## config.mk

```make
export PLATFORM = sky130hd
export DESIGN_NAME = wb_rr_arbiter
export DESIGN_NICKNAME = d
export VERILOG_FILES = /design/src/rtl/wb_rr_arbiter.sv
export SDC_FILE = /design/constraint.sdc
export NUM_CORES = 1
export LEC_CHECK = 0
export ABC_AREA = 1
export BUFFER_PORTS_ARGS = -buffer_cell sky130_fd_sc_hd__buf_2
export CORE_AREA = 4 4 136 138
export DETAILED_ROUTE_END_ITERATION = 16
export DIE_AREA = 0 0 140 142
export HOLD_SLACK_MARGIN = 0.03
export MAX_ROUTING_LAYER = met4
export PLACE_DENSITY = 0.55
export SKIP_LAST_GASP = 1
export SYNTH_ARGS = -nofsm -noshare
export SYNTH_HDL_FRONTEND = slang
export SYNTH_SLANG_ARGS = --single-unit
```

## constraint.sdc

```tcl
create_clock -name clk -period 2.4 [get_ports clk]
set_clock_uncertainty 0.15 [all_clocks]
set_input_delay 0.6 -clock clk [delete_from_list [all_inputs] [get_ports clk]]
set_output_delay 0.6 -clock clk [all_outputs]
set_load 0.1 [all_outputs]
```

## src/rtl/wb_rr_arbiter.sv

```systemverilog
`default_nettype none
// ============================================================================
// Module      : wb_rr_arbiter
// Description : Round-robin arbiter sharing one classic Wishbone slave among
//               N_MASTER masters, with a stalled-slave watchdog.
// Revision    : 1.0 - initial release
// ============================================================================
module wb_rr_arbiter #(
    parameter int N_MASTER = 3,
    parameter int TIMEOUT  = 255
) (
    input  logic                  clk,
    input  logic                  rstn_i,
    input  logic [N_MASTER-1:0]   m_cyc_i,
    input  logic [N_MASTER-1:0]   m_stb_i,
    input  logic [N_MASTER-1:0]   m_we_i,
    input  logic [32*N_MASTER-1:0] m_adr_i,
    input  logic [32*N_MASTER-1:0] m_dat_i,
    input  logic [4*N_MASTER-1:0] m_sel_i,
    output logic [31:0]           m_dat_o,
    output logic [N_MASTER-1:0]   m_ack_o,
    output logic [N_MASTER-1:0]   m_err_o,
    output logic                  s_cyc_o,
    output logic                  s_stb_o,
    output logic                  s_we_o,
    output logic [31:0]           s_adr_o,
    output logic [31:0]           s_dat_o,
    output logic [3:0]            s_sel_o,
    input  logic [31:0]           s_dat_i,
    input  logic                  s_ack_i,
    input  logic                  s_err_i,
    output logic [N_MASTER-1:0]   grant_o
);

    localparam int c_IDX_W = $clog2(N_MASTER);
    localparam int c_CNT_W = $clog2(TIMEOUT + 1);

    localparam logic [0:0] c_ST_IDLE  = 1'b0;
    localparam logic [0:0] c_ST_OWNED = 1'b1;

    localparam logic [c_IDX_W-1:0] c_LAST_RST = c_IDX_W'(N_MASTER - 1);
    localparam logic [c_CNT_W-1:0] c_TCNT_MAX = c_CNT_W'(TIMEOUT - 1);

    logic [0:0]          r_state;
    logic [N_MASTER-1:0] r_grant;
    logic [c_IDX_W-1:0]  r_last;
    logic [c_CNT_W-1:0]  r_tcnt;

    logic [0:0]          w_state_nxt;
    logic [N_MASTER-1:0] w_grant_nxt;
    logic [c_IDX_W-1:0]  w_last_nxt;
    logic [c_CNT_W-1:0]  w_tcnt_nxt;

    logic                w_owned;
    logic                w_found;
    logic [c_IDX_W-1:0]  w_pick;
    logic                w_cyc_g;
    logic                w_stb_g;
    logic                w_we_g;
    logic [31:0]         w_adr_g;
    logic [31:0]         w_dat_g;
    logic [3:0]          w_sel_g;
    logic                w_stb_raw;
    logic                w_stall;
    logic                w_abort;

    assign w_owned = (r_state == c_ST_OWNED);

    // Round-robin scan: indices above the previous owner first, then wrap.
    always_comb begin
        w_found = 1'b0;
        w_pick  = r_last;
        for (int i = 0; i < N_MASTER; i++) begin
            if (!w_found && m_cyc_i[i] && (c_IDX_W'(i) > r_last)) begin
                w_found = 1'b1;
                w_pick  = c_IDX_W'(i);
            end
        end
        for (int i = 0; i < N_MASTER; i++) begin
            if (!w_found && m_cyc_i[i] && (c_IDX_W'(i) <= r_last)) begin
                w_found = 1'b1;
                w_pick  = c_IDX_W'(i);
            end
        end
    end

    // While OWNED, r_last always holds the owner's index.
    always_comb begin
        w_cyc_g = 1'b0;
        w_stb_g = 1'b0;
        w_we_g  = 1'b0;
        w_adr_g = '0;
        w_dat_g = '0;
        w_sel_g = '0;
        for (int i = 0; i < N_MASTER; i++) begin
            if (r_last == c_IDX_W'(i)) begin
                w_cyc_g = m_cyc_i[i];
                w_stb_g = m_stb_i[i];
                w_we_g  = m_we_i[i];
                w_adr_g = m_adr_i[32*i +: 32];
                w_dat_g = m_dat_i[32*i +: 32];
                w_sel_g = m_sel_i[4*i +: 4];
            end
        end
    end

    assign w_stb_raw = w_owned & w_stb_g;
    assign w_stall   = w_stb_raw & ~s_ack_i & ~s_err_i;
    assign w_abort   = w_stall & (r_tcnt == c_TCNT_MAX);

    assign s_cyc_o = w_owned & w_cyc_g;
    assign s_stb_o = w_stb_raw & ~w_abort;
    assign s_we_o  = w_owned & w_we_g;
    assign s_adr_o = w_owned ? w_adr_g : 32'h0;
    assign s_dat_o = w_owned ? w_dat_g : 32'h0;
    assign s_sel_o = w_owned ? w_sel_g : 4'h0;
    assign m_dat_o = s_dat_i;
    assign grant_o = r_grant;

    generate
        for (genvar gi = 0; gi < N_MASTER; gi++) begin : g_resp
            assign m_ack_o[gi] = r_grant[gi] & w_stb_raw & s_ack_i;
            assign m_err_o[gi] = r_grant[gi] & ((w_stb_raw & s_err_i) | w_abort);
        end
    endgenerate

    always_comb begin
        w_state_nxt = r_state;
        w_grant_nxt = r_grant;
        w_last_nxt  = r_last;
        w_tcnt_nxt  = '0;
        case (r_state)
            c_ST_IDLE: begin
                if (w_found) begin
                    w_state_nxt = c_ST_OWNED;
                    w_grant_nxt = N_MASTER'(1) << w_pick;
                    w_last_nxt  = w_pick;
                end
            end
            c_ST_OWNED: begin
                if (!w_cyc_g) begin
                    w_state_nxt = c_ST_IDLE;
                    w_grant_nxt = '0;
                end else if (w_stall && !w_abort) begin
                    w_tcnt_nxt = r_tcnt + c_CNT_W'(1);
                end
            end
            default: begin
                w_state_nxt = c_ST_IDLE;
                w_grant_nxt = '0;
            end
        endcase
    end

    always_ff @(posedge clk) begin
        if (!rstn_i) begin
            r_state <= c_ST_IDLE;
            r_grant <= '0;
            r_last  <= c_LAST_RST;
            r_tcnt  <= '0;
        end else begin
            r_state <= w_state_nxt;
            r_grant <= w_grant_nxt;
            r_last  <= w_last_nxt;
            r_tcnt  <= w_tcnt_nxt;
        end
    end

endmodule
`default_nettype wire

```

==> qor.csv, run 1 <==
stage,metric,value,unit
clock_network,Clock transition at path regs,0.05,ns
clock_network,root buf cell,clkbuf_16,
synthesis,asr flop ratio synth,0,%
timing,Max-slew headroom,67.3,%
cells_and_area,# diodes,0,
floorplan,die width,140,µm
detailed_routing,DR WL/cell,14.2,µm
floorplan,row count,48,
timing,period utilization,103,%
detailed_routing,DR DRC count,0,
placed_design,area of placed instances,0.00586,mm²
timing,Tmin final,2.47,ns
floorplan,area of the die,0.0199,mm²
placed_design,DP Worst Slack,0.124,ns
timing,Hold Fails Final Rpt,0,
placed_design,GPL Wtd Cong,0.856,
critical_path,CP Capture Type,output pin,
clock_network,CTS hold repair buffers,0,
timing,fmax,404,MHz
synthesis,Synth Flop Type,dfxtp_1,
synthesis,Synthesis Warnings,0,
run,maxcap violations,0,
timing,Max Slew Vio Count,0,
critical_path,Worst EP arrival,1.72,ns
min_path,Hold Path Class,reg2reg,
power_and_ir_drop,P_leak,3.04,nW
placed_design,PortBufs,296,
power_and_ir_drop,Peak VDD IR,0.000217,V
detailed_routing,Post-DRT Antenna Nets,0,
floorplan,number of placed I/O pins,361,
floorplan,core area,0.0172,mm²
synthesis,most common cell in the netlist,nand2_1,
synthesis,Post-synth EDFFs,0,
cells_and_area,fill count,1852,
floorplan,height of the chip,142,µm
synthesis,commonest cells in the netlist,"nand2_1, inv_1, nand3_1",
critical_path,Critical Path RT,1.65,ns
synthesis,Post-Synthesis Cell Area,0.00278,mm²
timing,RSZ-0062 raised after global routing,true,
global_route,vias in the first global route,4263,
synthesis,post-synthesis register bit count,14,
detailed_routing,detailed-route via count,4510,
global_route,first-pass GRT wire length,21500,µm
power_and_ir_drop,power per cell area,545,mW/mm²
run_status,failing checks,setup timing,
floorplan,initial core utilization,16.2,%
synthesis,Yosys top cell by area,nand2_1,
critical_path,Startpoint Class,flop,
synthesis,Synth area leaders,"nand2_1, nand3_1, inv_1",
global_route,Overflow after GRT,0,
synthesis,top cell type's share of synthesized area,40.5,%
clock_network,Clock Latency Late Sink,0.24,ns
synthesis,register area share after synthesis,10.1,%
clock_network,H-tree depth,1,
cells_and_area,Nets,1108,
timing,setup ws final,-0.0733,ns
synthesis,count of cell types in the netlist,22,
clock_network,Clock Tree Buf Depth,2,
clock_network,TritonCTS Buffers,3,
critical_path,crit path kind,reg2out,
synthesis,Post-Syn Instances,591,
detailed_routing,Routed WL,15400,µm
timing,Worst-Margin Slew,0.493,ns
synthesis,synthesized net count,842,
detailed_routing,drt pass-1 iters,4,
cells_and_area,share of cells above drive strength 1,54.7,%
synthesis,average size of a mapped cell,4.71,µm²
clock_network,CTS tree,done,
cells_and_area,Layout area overhead,132,%
global_route,Tot GR Track Use,13.6,%
timing,setup violators final,51,
detailed_routing,initial drt markers,189,
global_route,largest net degree at the start of global routing,47,
critical_path,CP Max Fanout,12,
cells_and_area,post-route cell area,0.00646,mm²
global_route,initial antenna violation count,0,
placed_design,Post-DP HPWL,11500,µm
detailed_routing,Via density,4.17,
clock_network,clock sink total,14,
run_status,status,"complete, but fails checks",
-- placed cells by master, fill, tap and decap left out, types with 3 or more instances in the layout --
cell / n
nand2_1: 267
buf_2: 219
buf_12: 85
clkinvlp_4: 60
nand3_1: 54
nand2_2: 30
nand3_2: 27
inv_1: 22
nor2_1: 17
dfxtp_1: 8
clkbuf_16: 7
buf_4: 6
a21oi_4: 4
dfxtp_4: 4
inv_2: 3
nor2_4: 3
nand2_4: 3
nand4_1: 3
nor3_4: 3
xor2_1: 3
xnor2_1: 3
a21oi_1: 3
buf_6: 3
buf_8: 3
-- path summary, 6_finish.rpt --
path / from / to / slack (ns) / depth (start not counted)
worst min-delay path: r_tcnt[0]$_SDFF_PN0_ / r_tcnt[0]$_SDFF_PN0_ / 0.31 / 1
worst min register to register: r_tcnt[0]$_SDFF_PN0_ / r_tcnt[0]$_SDFF_PN0_ / 0.31 / 1
worst max register to register: r_last[0]$_SDFFE_PN0P_ / r_tcnt[7]$_SDFF_PN0_ / 0.60 / 9
worst max-delay path: r_last[0]$_SDFFE_PN0P_ / s_adr_o[27] / -0.07 / 9
-- worst max-delay path, cell delays in order (launching register included) --
cell	delay, ns
dfxtp_4	0.35
buf_6	0.12
nor2_4	0.18
buf_4	0.15
buf_12	0.13
nand2_1	0.11
nand3_1	0.08
nand2_1	0.08
clkinvlp_4	0.10
buf_12	0.16
-- per-stage QoR --
stage	power, mW	cells	hold WS, ns	util [%]	setup TNS (ns)
2_1_floorplan	2.17	591	0.280	-	-0.309
3_3_place_gp	2.92	1063	0.294	34.1	0
3_5_place_dp	2.92	1063	0.305	34.1	0
4_1_cts	3.34	1073	0.316	35.3	-2.32
5_1_grt	3.70	1081	0.339	37.6	-7.63
6_report	3.52	1081	0.313	37.6	-1.67
-- power by group --
part	switching, mW	internal, mW	total [mW]	leakage (nW)
registers	0.0181	0.250	0.268	0.117
clock network	0.0940	0.252	0.346	0.0442
logic	1.85	1.05	2.91	2.87
total	1.96	1.56	3.52	3.04
-- sequential cells by signal, indices dropped and copies added (netlist names) --
register and count:
r_state 1, r_last 2, r_tcnt 8, grant_o 3
-- metal layers --
layer | vias up | share of wire (%) | global-route usage [%]
li1 | 2275 | - | -
met1 | 1980 | 40 | 15.7
met2 | 215 | 50 | 24.1
met3 | 40 | 6.6 | 1.51
met4 | 0 | 3.5 | 5.46
met5 | - | 0 | -
-- timing repair --
action | 4_1_cts | 5_1_grt
pin swaps | 7 | 4
gates cloned | 2 | 5
setup endpoints to repair | 70 | 76
resized for setup | 11 | 69
buffers inserted | 4 | 3
-- kinds of logic after synthesis --
logic type / count (synthesis) / synth area share (%)
flops: 14 / 10.1
xor+xnor: 6 / 1.89
compound gates: 11 / 2.25
buf+inv: 147 / 24.4
simple gates: 411 / 60.5
fa+ha+maj: 2 / 0.899
-- final cells by class --
type | instances | area, µm² | share of cell area (%)
Sequential cell | 14 | 298 | 4.61
Timing Repair Buffer | 322 | 3080 | 47.7
Clock buffer | 4 | 88.8 | 1.38
Multi-Input combinational cell | 430 | 2160 | 33.4
Inverter | 86 | 551 | 8.53
Tap cell | 225 | 282 | 4.36
No activity file was read; power rests on OpenSTA's default activity.
==> run 2: changes to the inputs <==
==> config.mk (replaced) <==
export PLATFORM = sky130hd
export DESIGN_NAME = wb_rr_arbiter
export DESIGN_NICKNAME = d
export VERILOG_FILES = /design/src/rtl/wb_rr_arbiter.sv
export SDC_FILE = /design/constraint.sdc
export NUM_CORES = 1
export LEC_CHECK = 0
export ABC_AREA = 0
export BUFFER_PORTS_ARGS = -buffer_cell sky130_fd_sc_hd__buf_2
export CORE_AREA = 2 2 142 144
export DETAILED_ROUTE_END_ITERATION = 16
export DIE_AREA = 0 0 144 146
export HOLD_SLACK_MARGIN = 0.03
export MAX_ROUTING_LAYER = met4
export PLACE_DENSITY = 0.52
export SKIP_LAST_GASP = 1
export SYNTH_ARGS = -nofsm -noshare
export SYNTH_HDL_FRONTEND = slang
export SYNTH_SLANG_ARGS = --single-unit
export TNS_END_PERCENT = 20
==> qor.csv, run 2 <==
stage,metric,value,unit,change
run_status,status,"complete, but fails checks",,
run_status,failing checks,setup timing,,
clock_network,H-tree depth,1,,unchanged
floorplan,core area,0.0193,mm²,+13%
synthesis,synthesized net count,689,,-18%
critical_path,CP Capture Type,output pin,,
timing,setup ws final,-0.0731,ns,+0.000164 ns
global_route,first-pass GRT wire length,18400,µm,-14%
run,maxcap violations,0,,unchanged
detailed_routing,initial drt markers,116,,-39%
placed_design,PortBufs,296,,unchanged
clock_network,CTS tree,done,,
synthesis,count of cell types in the netlist,39,,+77%
synthesis,largest family of logic cells by synthesized area,simple AND/OR/NAND/NOR gates,,
power_and_ir_drop,P_sw,1.54,mW,-22%
min_path,Hold Crit Depth,2,,+1
cells_and_area,"leading cell type in the layout, fill and taps excluded",buf_2,,
synthesis,Post-synth EDFFs,0,,unchanged
synthesis,average size of a mapped cell,6.91,µm²,+47%
detailed_routing,Post-DRT Antenna Nets,0,,unchanged
critical_path,crit path kind,reg2out,,
placed_design,Post-DP HPWL,10400,µm,-9.1%
synthesis,post-synthesis register bit count,14,,unchanged
clock_network,Clock transition at path regs,0.05,ns,about the same
placed_design,DP Worst Slack,-0.00297,ns,-0.127 ns
synthesis,Yosys top cell by area,mux2i_1,,
synthesis,Synth Flop Type,dfxtp_1,,
min_path,Hold Crit Endpoint,grant_o[1]$_SDFFE_PN0P_,,
power_and_ir_drop,power per cell area,474,mW/mm²,-13%
cells_and_area,Sequential Area,290,µm²,-2.5%
power_and_ir_drop,Tot Pwr,3.02,mW,-14%
cells_and_area,most frequent cells in the layout,"buf_2, buf_12, mux2i_1",,
power_and_ir_drop,P_leak,2.88,nW,-5.1%
global_route,Overflow after GRT,0,,unchanged
synthesis,Post-Syn Instances,438,,-26%
power_and_ir_drop,Comb pwr share,80.0,%,-2.6 points
global_route,Tot GR Track Use,11.1,%,-2.5 points
power_and_ir_drop,Internal Power,1.48,mW,-5.1%
placed_design,GPL Wtd Cong,0.766,,-11%
global_route,largest net degree at the start of global routing,45,,-4.3%
critical_path,Startpoint Class,flop,,
clock_network,CTS hold repair buffers,0,,unchanged
synthesis,Synthesis Warnings,0,,unchanged
cells_and_area,Layout area overhead,110,%,
cells_and_area,# diodes,0,,unchanged
timing,Tmin final,2.47,ns,-0.000164 ns
synthesis,simple-gate share of the synthesized area,31.2,%,-29 points
min_path,HP Start,grant_o[1]$_SDFFE_PN0P_,,
timing,fmax,404,MHz,about the same
floorplan,area of the die,0.0210,mm²,+5.8%
synthesis,Synth area leaders,"mux2i_1, and2_1, o21ai_0",,
global_route,initial antenna violation count,0,,unchanged
critical_path,reg-to-reg endpoint,grant_o[0]$_SDFFE_PN0P_,,
timing,Hold Fails Final Rpt,0,,unchanged
detailed_routing,Via density,4.05,,-2.9%
cells_and_area,largest register by flop count,r_tcnt,,
synthesis,commonest cells in the netlist,"nand2_1, mux2i_1, and2_1",,
cells_and_area,Multi-input gate area,0.00241,mm²,+12%
cells_and_area,share of cells above drive strength 1,58.8,%,+4.2 points
clock_network,clock sink total,14,,unchanged
critical_path,reg2reg path depth,6,,-3
detailed_routing,DR DRC count,0,,unchanged
power_and_ir_drop,switching share of power,51.1,%,-4.8 points
synthesis,register area share after synthesis,9.26,%,-0.81 points
synthesis,xor/xnor share of the synthesized area,1.74,%,-0.15 points
timing,RSZ-0062 raised after global routing,true,,
floorplan,row count,51,,+6.3%
critical_path,reg2reg setup slack,0.64,ns,+0.04 ns
synthesis,top cell type's share of synthesized area,23.5,%,-17 points
floorplan,number of placed I/O pins,361,,unchanged
critical_path,CP Max Fanout,4,,-8
synthesis,asr flop ratio synth,0,%,unchanged
cells_and_area,fill count,2052,,+11%
power_and_ir_drop,sequential share of power,8.4,%,+0.8 points
floorplan,initial core utilization,15.6,%,-0.55 points
timing,period utilization,103,%,about the same
detailed_routing,drt pass-1 iters,5,,+1
power_and_ir_drop,Peak VDD IR,0.000372,V,+71%
clock_network,Clock Latency Late Sink,0.24,ns,about the same
critical_path,Critical Path RT,1.65,ns,about the same
cells_and_area,Nets,964,,-13%
timing,Worst-Margin Slew,0.489,ns,-0.00389 ns
global_route,vias in the first global route,3664,,-14%
synthesis,mux cell area share after synthesis,23.5,%,+23 points
synthesis,Synth Area in Adders,0.827,%,-0.072 points
synthesis,most common cell in the netlist,nand2_1,,
floorplan,height of the chip,146,µm,+2.8%
cells_and_area,max reg flops,8,,unchanged
synthesis,post-synthesis compound-gate area fraction,16.0,%,+14 points
timing,Max Slew Vio Count,0,,unchanged
detailed_routing,DR WL/cell,15.0,µm,+5.2%
detailed_routing,Routed WL,14600,µm,-4.9%
power_and_ir_drop,Clock power frac,11.5,%,+1.7 points
clock_network,Clock Tree Buf Depth,2,,unchanged
critical_path,Worst EP arrival,1.72,ns,about the same
synthesis,Post-Synthesis Cell Area,0.00303,mm²,+8.7%
critical_path,reg2reg start,r_last[0]$_SDFFE_PN0P_,,
clock_network,root buf cell,clkbuf_16,,
timing,setup violators final,68,,+33%
floorplan,die width,144,µm,+2.9%
detailed_routing,detailed-route via count,3959,,-12%
clock_network,TritonCTS Buffers,3,,unchanged
min_path,Hold Path Class,reg2reg,,
timing,Max-slew headroom,67.6,%,+0.26 points
-- run 2: cell count changes after synthesis, moves of 7 or more --
cell | previous run | this run
and2_1 | 0 | 70
buf_6 | 0 | 7
clkbuf_1 | 23 | 12
inv_1 | 84 | 6
mux2i_1 | 0 | 71
nand2_1 | 300 | 76
nand3_1 | 81 | 4
nor2_1 | 17 | 10
o21ai_0 | 1 | 62
o21ai_1 | 0 | 12
-- run 2: per-layer routing --
layer	global-route usage (%)	wire, µm
met1	12.4	5910
met2	21.0	7570
met3	1.38	1080
met4	1.72	84
met5	-	0
-- run 2: per-stage QoR --
| stage | setup TNS (ns) | hold WS (ns) | cells | util [%] | instance area [µm²] |
|---|---|---|---|---|---|
| final | -2.79 | 0.320 | 977 | 32.9 | 6360 |
| after global routing | -8.36 | 0.337 | 977 | 32.9 | 6360 |
| after CTS | -1.97 | 0.328 | 954 | 30.1 | 5810 |
| after detailed placement | -0.00297 | 0.322 | 950 | 29.6 | 5720 |
| after global placement | -0.0181 | 0.322 | 950 | 29.6 | 5720 |
| after floorplan | -2.62 | 0.303 | 438 | - | 3070 |
-- run 2: worst max-delay path: stages (launching register included) --
cell and delay, ns:
dfxtp_4 0.35, buf_6 0.13, nor2b_4 0.19, buf_6 0.18
clkbuf_16 0.16, nand2_1 0.06, o21ai_1 0.07, and2_4 0.17
buf_12 0.17
-- run 2: worst max path at each step --
stage / from / end / slack, ns / cells past startpoint
6_report: r_last[0]$_SDFFE_PN0P_ / s_adr_o[28] / -0.07 / 8
5_1_grt: r_last[0]$_SDFFE_PN0P_ / s_we_o / -0.14 / 8
4_1_cts: r_last[0]$_SDFFE_PN0P_ / s_adr_o[31] / -0.09 / 6
3_5_place_dp: m_stb_i[1] / s_stb_o / -0.003 / 6
3_3_place_gp: m_stb_i[1] / s_stb_o / -0.02 / 6
2_1_floorplan: m_stb_i[1] / s_stb_o / -0.20 / 4
-- run 2: cells by family (layout without fill, tap and decap cells) --
group / count (synthesis) / count (layout)
adders and majority gates: 2 / 2
xor gates and xnor gates: 6 / 6
buffers and inverters: 73 / 347
and+or+nand+nor: 184 / 184
DFF: 14 / 14
muxes: 71 / 71
AOI/OAI and AO/OA: 88 / 88
-- run 2: power by group through the flow --
stage               Sequential [mW]  Clock (mW)  Combinational (mW)
floorplan                     0.275           0                1.56
CTS                           0.257       0.357                2.14
global placement              0.261           0                2.13
finish                        0.254       0.348                2.41
global route                  0.256       0.364                2.54
detailed placement            0.262           0                2.13
-- run 2: what timing repair did --
item,4_1_cts,5_1_grt
cloned,0,12
gates resized for setup,2,99
pin swaps,0,1
setup buffers,0,11
setup endpoints to repair,40,76
-- run 2: final cells by class --
type | count | area share [%]
Inverter | 6 | 0.354
Clock buffer | 4 | 1.40
Sequential cell | 14 | 4.56
Tap cell | 265 | 5.21
Timing Repair Buffer | 337 | 50.6
Multi-Input combinational cell | 351 | 37.9
